==> src/rtl/seq_det_pkg.sv <==
// Shared definitions for the serial pattern detector family: length limit,
// default patterns and the detection-mode encoding.
package seq_det_pkg;

  localparam int unsigned SEQ_LEN_MAX = 16;

  localparam logic [2:0] PAT_110 = 3'b110;
  localparam logic [2:0] PAT_101 = 3'b101;

  typedef enum logic {
    NON_OVERLAP = 1'b0,
    OVERLAP     = 1'b1
  } mode_e;

endpackage

==> src/rtl/sat_counter.sv <==
// Saturating up-counter with a clear input that takes priority over increment.
module sat_counter #(
  parameter int unsigned W = 8
) (
  input  logic         clk,
  input  logic         rst,
  input  logic         inc,
  input  logic         clr,
  output logic [W-1:0] count
);

  logic [W-1:0] count_q, count_d;

  always_comb begin
    count_d = count_q;
    if (clr) begin
      count_d = '0;
    end else if (inc && (count_q != '1)) begin
      count_d = count_q + W'(1);
    end
  end

  always_ff @(posedge clk) begin
    if (rst) begin
      count_q <= '0;
    end else begin
      count_q <= count_d;
    end
  end

  assign count = count_q;

endmodule

==> src/rtl/seq_detect_dual_param.sv <==
// Mealy detector for two programmable LEN-bit serial patterns with
// overlapping/non-overlapping modes and a saturating match counter.
//   state   | meaning
//   FILLING | fill_q < LEN-1, not enough history for a match
//   ARMED   | fill_q == LEN-1, a valid bit can complete a pattern
module seq_detect_dual_param
  import seq_det_pkg::*;
#(
  parameter int unsigned    LEN         = 3,
  parameter logic [LEN-1:0] PAT_A_RST   = LEN'(PAT_110),
  parameter logic [LEN-1:0] PAT_B_RST   = LEN'(PAT_101),
  parameter logic           OVERLAP_RST = 1'b1,
  parameter int unsigned    CNT_W       = 8
) (
  input  logic             clk,
  input  logic             rst,
  input  logic             d,
  input  logic             d_valid,
  input  logic             cfg_load,
  input  logic [LEN-1:0]   cfg_pat_a,
  input  logic [LEN-1:0]   cfg_pat_b,
  input  logic             cfg_overlap,
  input  logic             cnt_clr,
  output logic             z,
  output logic             hit_a,
  output logic             hit_b,
  output logic [CNT_W-1:0] match_cnt
);

  localparam int unsigned       FILL_W   = $clog2(LEN);
  localparam logic [FILL_W-1:0] FILL_MAX = FILL_W'(LEN - 1);

  logic [LEN-1:0]    pat_a_q, pat_a_d;
  logic [LEN-1:0]    pat_b_q, pat_b_d;
  mode_e             mode_q, mode_d;
  logic [LEN-2:0]    hist_q, hist_d, hist_shift;
  logic [FILL_W-1:0] fill_q, fill_d;
  logic              accept;
  logic              armed;
  logic [LEN-1:0]    window;

  // A 2-bit pattern keeps only one history bit, so there is nothing to shift.
  generate
    if (LEN == 2) begin : g_hist_one
      assign hist_shift = d;
    end else begin : g_hist_many
      assign hist_shift = {hist_q[LEN-3:0], d};
    end
  endgenerate

  assign accept = d_valid & ~cfg_load & ~rst;
  assign armed  = (fill_q == FILL_MAX);
  assign window = {hist_q, d};
  assign hit_a  = accept & armed & (window == pat_a_q);
  assign hit_b  = accept & armed & (window == pat_b_q);
  assign z      = hit_a | hit_b;

  always_comb begin
    pat_a_d = pat_a_q;
    pat_b_d = pat_b_q;
    mode_d  = mode_q;
    hist_d  = hist_q;
    fill_d  = fill_q;
    if (cfg_load) begin
      pat_a_d = cfg_pat_a;
      pat_b_d = cfg_pat_b;
      mode_d  = cfg_overlap ? OVERLAP : NON_OVERLAP;
      fill_d  = '0;
    end else if (d_valid) begin
      hist_d = hist_shift;
      // A non-overlapping hit consumes the whole window.
      if ((mode_q == NON_OVERLAP) && z) begin
        fill_d = '0;
      end else if (!armed) begin
        fill_d = fill_q + FILL_W'(1);
      end
    end
  end

  always_ff @(posedge clk) begin
    if (rst) begin
      pat_a_q <= PAT_A_RST;
      pat_b_q <= PAT_B_RST;
      mode_q  <= OVERLAP_RST ? OVERLAP : NON_OVERLAP;
      hist_q  <= '0;
      fill_q  <= '0;
    end else begin
      pat_a_q <= pat_a_d;
      pat_b_q <= pat_b_d;
      mode_q  <= mode_d;
      hist_q  <= hist_d;
      fill_q  <= fill_d;
    end
  end

  sat_counter #(
    .W (CNT_W)
  ) u_match_cnt (
    .clk   (clk),
    .rst   (rst),
    .inc   (z),
    .clr   (cnt_clr),
    .count (match_cnt)
  );

endmodule

==> config.mk <==
export PLATFORM = sky130hd
export DESIGN_NAME = seq_detect_dual_param
export DESIGN_NICKNAME = d
export VERILOG_FILES = /design/src/rtl/seq_det_pkg.sv /design/src/rtl/sat_counter.sv /design/src/rtl/seq_detect_dual_param.sv
export SDC_FILE = /design/constraint.sdc
export NUM_CORES = 1
export LEC_CHECK = 0
export ABC_AREA = 1
export ABC_CLOCK_PERIOD_IN_PS = 2000
export BUFFER_PORTS_ARGS = -buffer_cell sky130_fd_sc_hd__buf_2
export CAP_MARGIN = 20
export CORE_MARGIN = 2
export CORE_UTILIZATION = 52
export CTS_CLUSTER_SIZE = 25
export DETAILED_ROUTE_END_ITERATION = 10
export PLACE_DENSITY = 0.75
export SLEW_MARGIN = 20
export SYNTH_ARGS = -nofsm -noshare
export SYNTH_HDL_FRONTEND = slang
export SYNTH_HIERARCHICAL = 1
export SYNTH_SLANG_ARGS = --single-unit
export TNS_END_PERCENT = 100
==> constraint.sdc <==
create_clock -name clk -period 2 [get_ports clk]
set_input_delay 0.2 -clock clk [delete_from_list [all_inputs] [get_ports clk]]
set_output_delay 0.2 -clock clk [all_outputs]
set_load 0.02 [all_outputs]
* Yosys cells after proc, flatten, opt, wreduce, memory -nomap -nowiden
Cells that the tools add are included.
** Word-level totals
- Register bits after elaboration :: 19
- Latch bits :: 0
- RAM bits :: 0
- ROM bits :: 0
- Input port bits :: 13
- Output and inout port bits :: 11
- Memories :: 0
** Cells by class
- $add $sub $neg :: 2
- $mul :: 0
- Divide/modulo/power cells :: 0
- $lt $le $gt $ge :: 0
- Eq/ne operators :: 5
- Shifts and indexed selects :: 0
- Muxes and demuxes :: 3
- Bitwise gates (word level) :: 9
- Reductions and logical operators :: 6
** Operator list (number)
- adder 8 x 1 -> 8 bit, second input constant :: 1
- != test 8 bit, second input constant :: 1
- equality test 3 bit :: 2
- AND 1 bit :: 5
- 2-to-1 mux 2 bit :: 2
- AND reduction 2 bit :: 2
- OR reduction 2 bit :: 2
- NOT 1 bit :: 3
- adder 2 x 1 -> 2 bit, second input constant :: 1
- equality test 2 bit, second input constant :: 1
- logical AND 1 bit :: 2
- != test 2 x 1 -> 1 bit, second input constant :: 1
- 2-to-1 mux 1 bit :: 1
- OR 1 bit :: 1

* Longest topological paths before layout
Gate-level depths: netlist of the first run.
- Word-level depth :: 9
- Gate-level depth with buffers :: 13
- Mapped depth without buffers :: 13

* Modules after synthesis
The synthesis of the first run kept the hierarchy.
** By module, submodules not included
- seq_detect_dual_param :: times used 1, cells each 89, area each 589.3 µm²
- sat_counter :: times used 1, cells each 73, area each 460.4 µm²

* Worst setup path after synthesis of the first run
OpenSTA, ideal clock, no wires.
- Kind :: reg-to-reg
- From :: reg fill_q[0]
- To :: reg u_match_cnt.count_q[7] (netlist: u_match_cnt/count[7])
- Setup time :: 0.117 ns
- Arrival :: 1.481 ns
- Path slack :: 0.402 ns
- Cell stages (with the launch flop) :: 13
- Buffers on the path :: 1
- Cells stage by stage :: dfxtp_1 > inv_1 > ha_1 > nand2_1 > clkinv_1 > nand2_2 > nor2_2 > nand2_2 > nand2_4 > clkbuf_1 > nand2_1 > nor2_1 > nor2_1
** Between the ends
- Longest elaborated chain between the ends :: 5
** Ends and longest elaborated chain
- start: declaration :: RTL line seq_detect_dual_param.sv:37 : logic [FILL_W-1:0] fill_q, fill_d;
- start signal: assignment :: RTL line seq_detect_dual_param.sv:92 : fill_q <= fill_d;
- equality test 2 bit (*) :: RTL line seq_detect_dual_param.sv:52 : assign armed = (fill_q == FILL_MAX);
- AND 1 bit (*) :: RTL line seq_detect_dual_param.sv:54, seq_detect_dual_param.sv:55
- AND 1 bit, on equally long branches :: RTL line seq_detect_dual_param.sv:54, seq_detect_dual_param.sv:55
- OR 1 bit (*) :: RTL line seq_detect_dual_param.sv:56 : assign z = hit_a | hit_b;
- named net z :: RTL line seq_detect_dual_param.sv:24 : output logic z,
- logical AND 1 bit (*) :: RTL line sat_counter.sv:18 : end else if (inc && (count_q != '1)) begin
- end signal: assignment :: RTL line sat_counter.sv:27 : count_q <= count_d;
- end: declaration :: RTL line sat_counter.sv:12 : logic [W-1:0] count_q, count_d;
The timed path passes the listed nets; every way through them passes the cells marked *.
A chain may end at the register's enable or synchronous reset.

* Final worst setup path of the first run
- From :: reg fill_q[0]
- To :: out z
** Between the ends
- Longest elaborated chain between the ends :: 4
** Ends and longest elaborated chain (RTL line)
- equality test 2 bit (*) :: seq_detect_dual_param.sv:52
- AND 1 bit (*) :: seq_detect_dual_param.sv:54, seq_detect_dual_param.sv:55
- AND 1 bit, on equally long branches :: seq_detect_dual_param.sv:54, seq_detect_dual_param.sv:55
- OR 1 bit (*) :: seq_detect_dual_param.sv:56
- end: declaration :: seq_detect_dual_param.sv:24
Every way passes the cells marked *; elsewhere a longest branch is shown, timed or not.

==> flow_metrics.env, run 1 <==
export IMPL_syn_nets=177
export IMPL_critPathMostFrequentCell="nand2_2"
export IMPL_cts_sinks=19
export IMPL_dp_hpwl_mm=1.61
export IMPL_maxSlewHeadroom_pct=68.4
export IMPL_yosys_cell_count_top_type="nand2_1"
export IMPL_die_h_um=48.9
export IMPL_area_delta_synth_final_pct=16.3
export IMPL_layout_nets=203
export IMPL_fin_crit_sh_pct=88.0
export IMPL_place_ws_ps=440
export IMPL_grt_max_degree=15
export IMPL_cts_buffer_depth=2
export IMPL_postSynthAreaPerCell_um2=6.48
export IMPL_cts_hold_buf=0
export IMPL_whs_ps=92.5
export IMPL_drv_slew=0
export IMPL_initial_utilization_pct=54.1
export IMPL_overflow=0
export IMPL_cap_violations=0
export IMPL_hold_path_class="input port to register"
export IMPL_status="completed"
export IMPL_leakage_nw=0.627
export IMPL_cp_end_kind="output pin"
export IMPL_totalWireLength_mm=2.06
export IMPL_vdd_drop_max_mv=0.395
export IMPL_path_max_fanout=14
export IMPL_fin_util_pct=62.9
export IMPL_fp_row_count=16
export IMPL_hold_start="cfg_pat_a[2]"
export IMPL_powerDensity_nw_per_um2=566
export IMPL_critPathSlowestCell="dfxtp_1"
export IMPL_clockRootBuffer="clkbuf_4"
export IMPL_max_stage_delay_ps=330
export IMPL_tightest_slew_ps=472
export IMPL_required_ps=1800
export IMPL_drive_gt1_share_pct=24.1
export IMPL_h_tree_depth=1
export IMPL_port_buffers=23
export IMPL_reg2reg_setup_slack_ps=430
export IMPL_synthTopCellsByCount="nand2_1, inv_1, dfxtp_1"
export IMPL_ys_warn_count=6
export IMPL_crit_path_cell_trace="inv_1 -> ha_1 -> nand2_1 -> clkinv_1 -> nand2_2 -> nor2_2 -> nand2_2 -> nand2_4 -> buf_2"
export IMPL_gp_congestion=0.809
export IMPL_avgViaCountPerCell=4.83
export IMPL_tns_ps=0
export IMPL_fin_skew_ps=11.9
export IMPL_critPathTopFamily="simple AND/OR/NAND/NOR gates"
export IMPL_hold_viol_final=0
export IMPL_reg2reg_from="fill_q[0]"
export IMPL_grt_pass1_vias=941
export IMPL_antenna_cells=0
export IMPL_clk_insertion_delay_late_ps=310
export IMPL_path_buf_inv=3
export IMPL_synth_ff_type="dfxtp_1"
export IMPL_netlist_area_um2=1050
export IMPL_place_area_um2=1190
export IMPL_fin_ws_ps=240
export IMPL_timing_fmax_ghz=0.568
export IMPL_start_kind="register"
export IMPL_critPathArrivalTime_ps=1560
export IMPL_cts_tree="built"
export IMPL_ys_async_sr_fraction_pct=0
export IMPL_grt_pass1_wl_mm=3.80
export IMPL_syn_inst=162
export IMPL_post_cts_buffers=0
export IMPL_synth_edf_count=0
export IMPL_yosys_top_cells_area="dfxtp_1, nand2_1, a21oi_1"
export IMPL_rsz0062_at_grt="false"
export IMPL_wl_per_cell_um=9.61
export IMPL_via_count=1033
export IMPL_finalInstanceArea_um2=1220
export IMPL_ys_types=17
export IMPL_ctsResizeCount=0
export IMPL_synth_top_area_share_pct=36.2
export IMPL_crit_type="register to output pin"
export IMPL_grt_usage_pct=19.7
export IMPL_yosysSeqAreaShare_pct=36.2
export IMPL_fillerInstances=198
export IMPL_die_area_um2=2390
export IMPL_clk_pin_slew_ps=120
export IMPL_drc=0
export IMPL_num_io_pins=24
export IMPL_numCtsBuffers=3
export IMPL_drtIter0Drc=15
export IMPL_ys_ff_latch=19
export IMPL_drtPass1Iterations=4
export IMPL_reg2reg_depth=13
export IMPL_post_synth_top_area_cell="dfxtp_1"
export IMPL_r2r_end="u_match_cnt/count[4]"
export IMPL_fin_crit_ps=1760
export IMPL_antenna_found_initial=0
export IMPL_setup_viol=0
export IMPL_worstHoldPathCells=3
export IMPL_whs_endpoint="pat_a_q[2]"
export IMPL_core_um2=1940
export IMPL_final_antenna_net_count=0
export IMPL_die_x_um=48.9
registers in the layout, indices dropped and copies added, names as in the netlist:
register,cells
fill_q,2
mode_q,1
hist_q,2
pat_b_q,3
pat_a_q,3
u_match_cnt/count,8
routing by layer:
layer | global-route usage [%] | vias up | share of wire, %
li1 | - | 558 | -
met1 | 24.6 | 453 | 46
met2 | 35.2 | 20 | 49
met3 | 2.76 | 2 | 3.5
met4 | 5.71 | 0 | 0.88
met5 | 0 | - | 0
worst reg2reg max path, cell delays in order, from the launching register on:
cell      delay (ps)
dfxtp_1          330
inv_1             70
ha_1             170
nand2_1           60
clkinv_1          50
nand2_2           50
nor2_2           110
nand2_2           80
nand2_4          150
nand2_1           70
nor2_1           140
nand3_1          100
nand2_1           70
nor2_1            40
worst max path at each step:
stage                                 to  slack (ps)      start  depth (start not counted)
detailed placement  u_match_cnt/count[3]         440  fill_q[0]                         13
global route                           z         110  fill_q[0]                          9
CTS                                    z         220  fill_q[0]                          9
floorplan           u_match_cnt/count[7]         400  fill_q[0]                         12
finish                                 z         240  fill_q[0]                          9
global placement    u_match_cnt/count[4]         490  fill_q[0]                         13
cells in the final DEF, fill, tap and decap left out, drive strengths merged:
master	n
nor2	23
dfxtp	19
nand2	49
nand4	1
nand3	12
buf	23
clkinvlp	1
ha	2
inv	25
o21ai	11
clkbuf	3
clkinv	1
a21oi	17
power breakdown:
part           total (W)  switching [W]  internal, W
logic          0.0000833      0.0000504    0.0000328
registers       0.000401     0.00000796     0.000393
clock network   0.000207       0.000130    0.0000762
total           0.000691       0.000189     0.000502
logic make-up after synthesis:
family,after synthesis,share of synthesized area (%)
AOI/OAI and AO/OA,28,13.3
DFF,19,36.2
buffers and inverters,28,10.0
and+or+nand+nor,85,38.0
adders and majority gates,2,2.38
per-stage QoR:
stage,cells,total power [W]
after global placement,210,0.000490
after CTS,214,0.000695
after global routing,214,0.000732
after floorplan,162,0.000465
after detailed placement,210,0.000493
final,214,0.000691
cell type report:
cell class | instances | area, µm² | area share (%)
clock buffer | 3 | 22.5 | 1.84
sequential | 19 | 380 | 31.1
clock inverter | 1 | 7.51 | 0.615
inverter | 26 | 97.6 | 7.99
multi-input combinational | 115 | 564 | 46.2
timing repair buffer | 23 | 115 | 9.43
tap | 27 | 33.8 | 2.77
(Power assumes the default switching activity.)
==> inputs of run 2 (changes only) <==
--- a/config.mk
+++ b/config.mk
@@ -17,6 +17,5 @@
 export SLEW_MARGIN = 20
 export SYNTH_ARGS = -nofsm -noshare
 export SYNTH_HDL_FRONTEND = slang
-export SYNTH_HIERARCHICAL = 1
 export SYNTH_SLANG_ARGS = --single-unit
 export TNS_END_PERCENT = 100
==> flow_metrics.env, run 2 <==
export IMPL_numCtsBuffers=3
export IMPL_layout_nets=185
export IMPL_core_um2=1940
export IMPL_finalInstanceArea_um2=1220
export IMPL_fp_row_count=16
export IMPL_grt_usage_pct=19.9
export IMPL_post_synth_top_area_cell="dfxtp_1"
export IMPL_required_ps=1800
export IMPL_final_antenna_net_count=0
export IMPL_netlist_area_um2=1060
export IMPL_start_kind="register"
export IMPL_num_io_pins=24
export IMPL_gp_congestion=0.902
export IMPL_hold_viol_final=0
export IMPL_cts_tree="built"
export IMPL_powerDensity_nw_per_um2=554
export IMPL_cts_sinks=19
export IMPL_final_common_cell="nand2_1"
export IMPL_syn_nets=159
export IMPL_cap_violations=0
export IMPL_setup_viol=0
export IMPL_crit_path_cell_trace="inv_1 -> ha_1 -> nand2_1 -> inv_2 -> nand2_2 -> nor2_4 -> nand2_4 -> nand2_8 -> buf_2"
export IMPL_port_buffers=23
export IMPL_ys_warn_count=0
export IMPL_tns_ps=0
export IMPL_synth_ff_type="dfxtp_1"
export IMPL_hold_path_class="input port to register"
export IMPL_path_max_fanout=9
export IMPL_avgViaCountPerCell=4.87
export IMPL_syn_inst=144
export IMPL_ys_async_sr_fraction_pct=0
export IMPL_whs_ps=122
export IMPL_crit_type="register to output pin"
export IMPL_ctsResizeCount=0
export IMPL_clk_insertion_delay_late_ps=290
export IMPL_drtPass1Iterations=4
export IMPL_cts_buffer_depth=2
export IMPL_drv_slew=0
export IMPL_die_h_um=49.1
export IMPL_fin_crit_sh_pct=86.9
export IMPL_yosys_cell_count_top_type="nand2_1"
export IMPL_overflow=0
export IMPL_wl_per_cell_um=10.8
export IMPL_ys_ff_latch=19
export IMPL_synthTopCellsByCount="nand2_1, dfxtp_1, a21oi_1"
export IMPL_cts_hold_buf=0
export IMPL_leakage_nw=0.602
export IMPL_fin_crit_ps=1740
export IMPL_h_tree_depth=1
export IMPL_status="completed"
export IMPL_via_count=954
export IMPL_timing_fmax_ghz=0.575
export IMPL_initial_utilization_pct=54.4
export IMPL_dp_hpwl_mm=1.69
export IMPL_die_x_um=49.1
export IMPL_drtIter0Drc=12
export IMPL_synth_top_area_share_pct=36.0
export IMPL_synth_edf_count=0
export IMPL_cp_end_kind="output pin"
export IMPL_yosysSeqAreaShare_pct=36.0
export IMPL_rsz0062_at_grt="false"
export IMPL_postSynthAreaPerCell_um2=7.33
export IMPL_antenna_found_initial=0
export IMPL_vdd_drop_max_mv=0.497
export IMPL_ys_types=24
export IMPL_fin_ws_ps=261
export IMPL_yosys_top_cells_area="dfxtp_1, nand2_1, a21oi_1"
export IMPL_clk_pin_slew_ps=100
export IMPL_place_area_um2=1190
export IMPL_critPathArrivalTime_ps=1540
export IMPL_critPathSlowestCell="dfxtp_1"
export IMPL_post_cts_buffers=0
export IMPL_mostFrequentLayoutCells="nand2_1, buf_2, dfxtp_1"
export IMPL_largest_register_ff_count=8
export IMPL_grt_max_degree=13
export IMPL_place_ws_ps=497
export IMPL_tightest_slew_ps=345
export IMPL_die_area_um2=2410
export IMPL_antenna_cells=0
export IMPL_fillerInstances=193
export IMPL_totalWireLength_mm=2.11
export IMPL_grt_pass1_wl_mm=3.82
export IMPL_clockRootBuffer="clkbuf_4"
export IMPL_drive_gt1_share_pct=29.0
export IMPL_fin_skew_ps=3.26
export IMPL_drc=0
export IMPL_max_stage_delay_ps=330
export IMPL_grt_pass1_vias=902
export IMPL_maxSlewHeadroom_pct=76.8
export IMPL_area_delta_synth_final_pct=15.2
run 2: cell count changes after synthesis, moves of 2 or more:
cell | previous run | this run
inv_1 | 20 | 15
o21ai_0 | 11 | 9
nand3_1 | 11 | 8
nor2_2 | 3 | 1
inv_2 | 5 | 7
o21ai_1 | 0 | 3
nor3_1 | 0 | 2
xnor2_1 | 0 | 2
xor2_1 | 0 | 2
nor2_1 | 18 | 6
nand2_1 | 42 | 33
run 2: worst max-delay path: cells and delay by family (launching register included):
family,cells,cell delay (ps)
adder cells (fa/ha/maj),1,180
AND/OR/NAND/NOR,5,450
buffers and inverters,3,290
flip-flops,1,330
run 2: where the power goes:
part | internal [W] | switching, W | leakage [nW]
Clock | 0.0000774 | 0.000109 | 0.0150
Combinational | 0.0000328 | 0.0000528 | 0.431
Sequential | 0.000393 | 0.00000873 | 0.156
run 2: kinds of logic (layout without fill, tap and decap cells):
group           count (synthesis)  count (layout)  synth area share [%]
simple gates                   64              64                  34.0
compound gates                 31              31                  15.0
buf+inv                        24              49                  9.24
flops                          19              19                  36.0
xor+xnor                        4               4                  3.32
fa+ha+maj                       2               2                  2.37
run 2: layout make-up:
class | count | area (µm²) | share of cell area, %
clock buffer | 4 | 26.3 | 2.16
timing repair buffer | 23 | 115 | 9.46
inverter | 22 | 82.6 | 6.79
tap | 27 | 33.8 | 2.78
multi-input combinational | 101 | 578 | 47.5
sequential | 19 | 380 | 31.3
run 2: per-stage QoR:
step / cells / power (W) / utilization, %
2_1_floorplan: 144 / 0.000470 / -
3_3_place_gp: 192 / 0.000492 / 61.3
3_5_place_dp: 192 / 0.000496 / 61.3
4_1_cts: 196 / 0.000682 / 62.6
5_1_grt: 196 / 0.000712 / 62.6
6_report: 196 / 0.000673 / 62.6
run 2: path summary, 6_finish.rpt:
check	end	slack, ps	cells after the start	start
setup / recovery	z	260	9	fill_q[0]
hold / removal	pat_b_q[0]	120	3	cfg_pat_b[0]
setup reg to reg	fill_q[0]	500	12	fill_q[0]
hold reg to reg	pat_a_q[0]	480	2	pat_a_q[0]
run 2: per-layer routing:
layer	global-route usage [%]	vias to the layer above	share of wire [%]
met3	5.83	2	4.4
met5	0	-	0
met1	26.0	423	47
li1	-	507	-
met2	32.7	22	48
met4	3.81	0	0.71
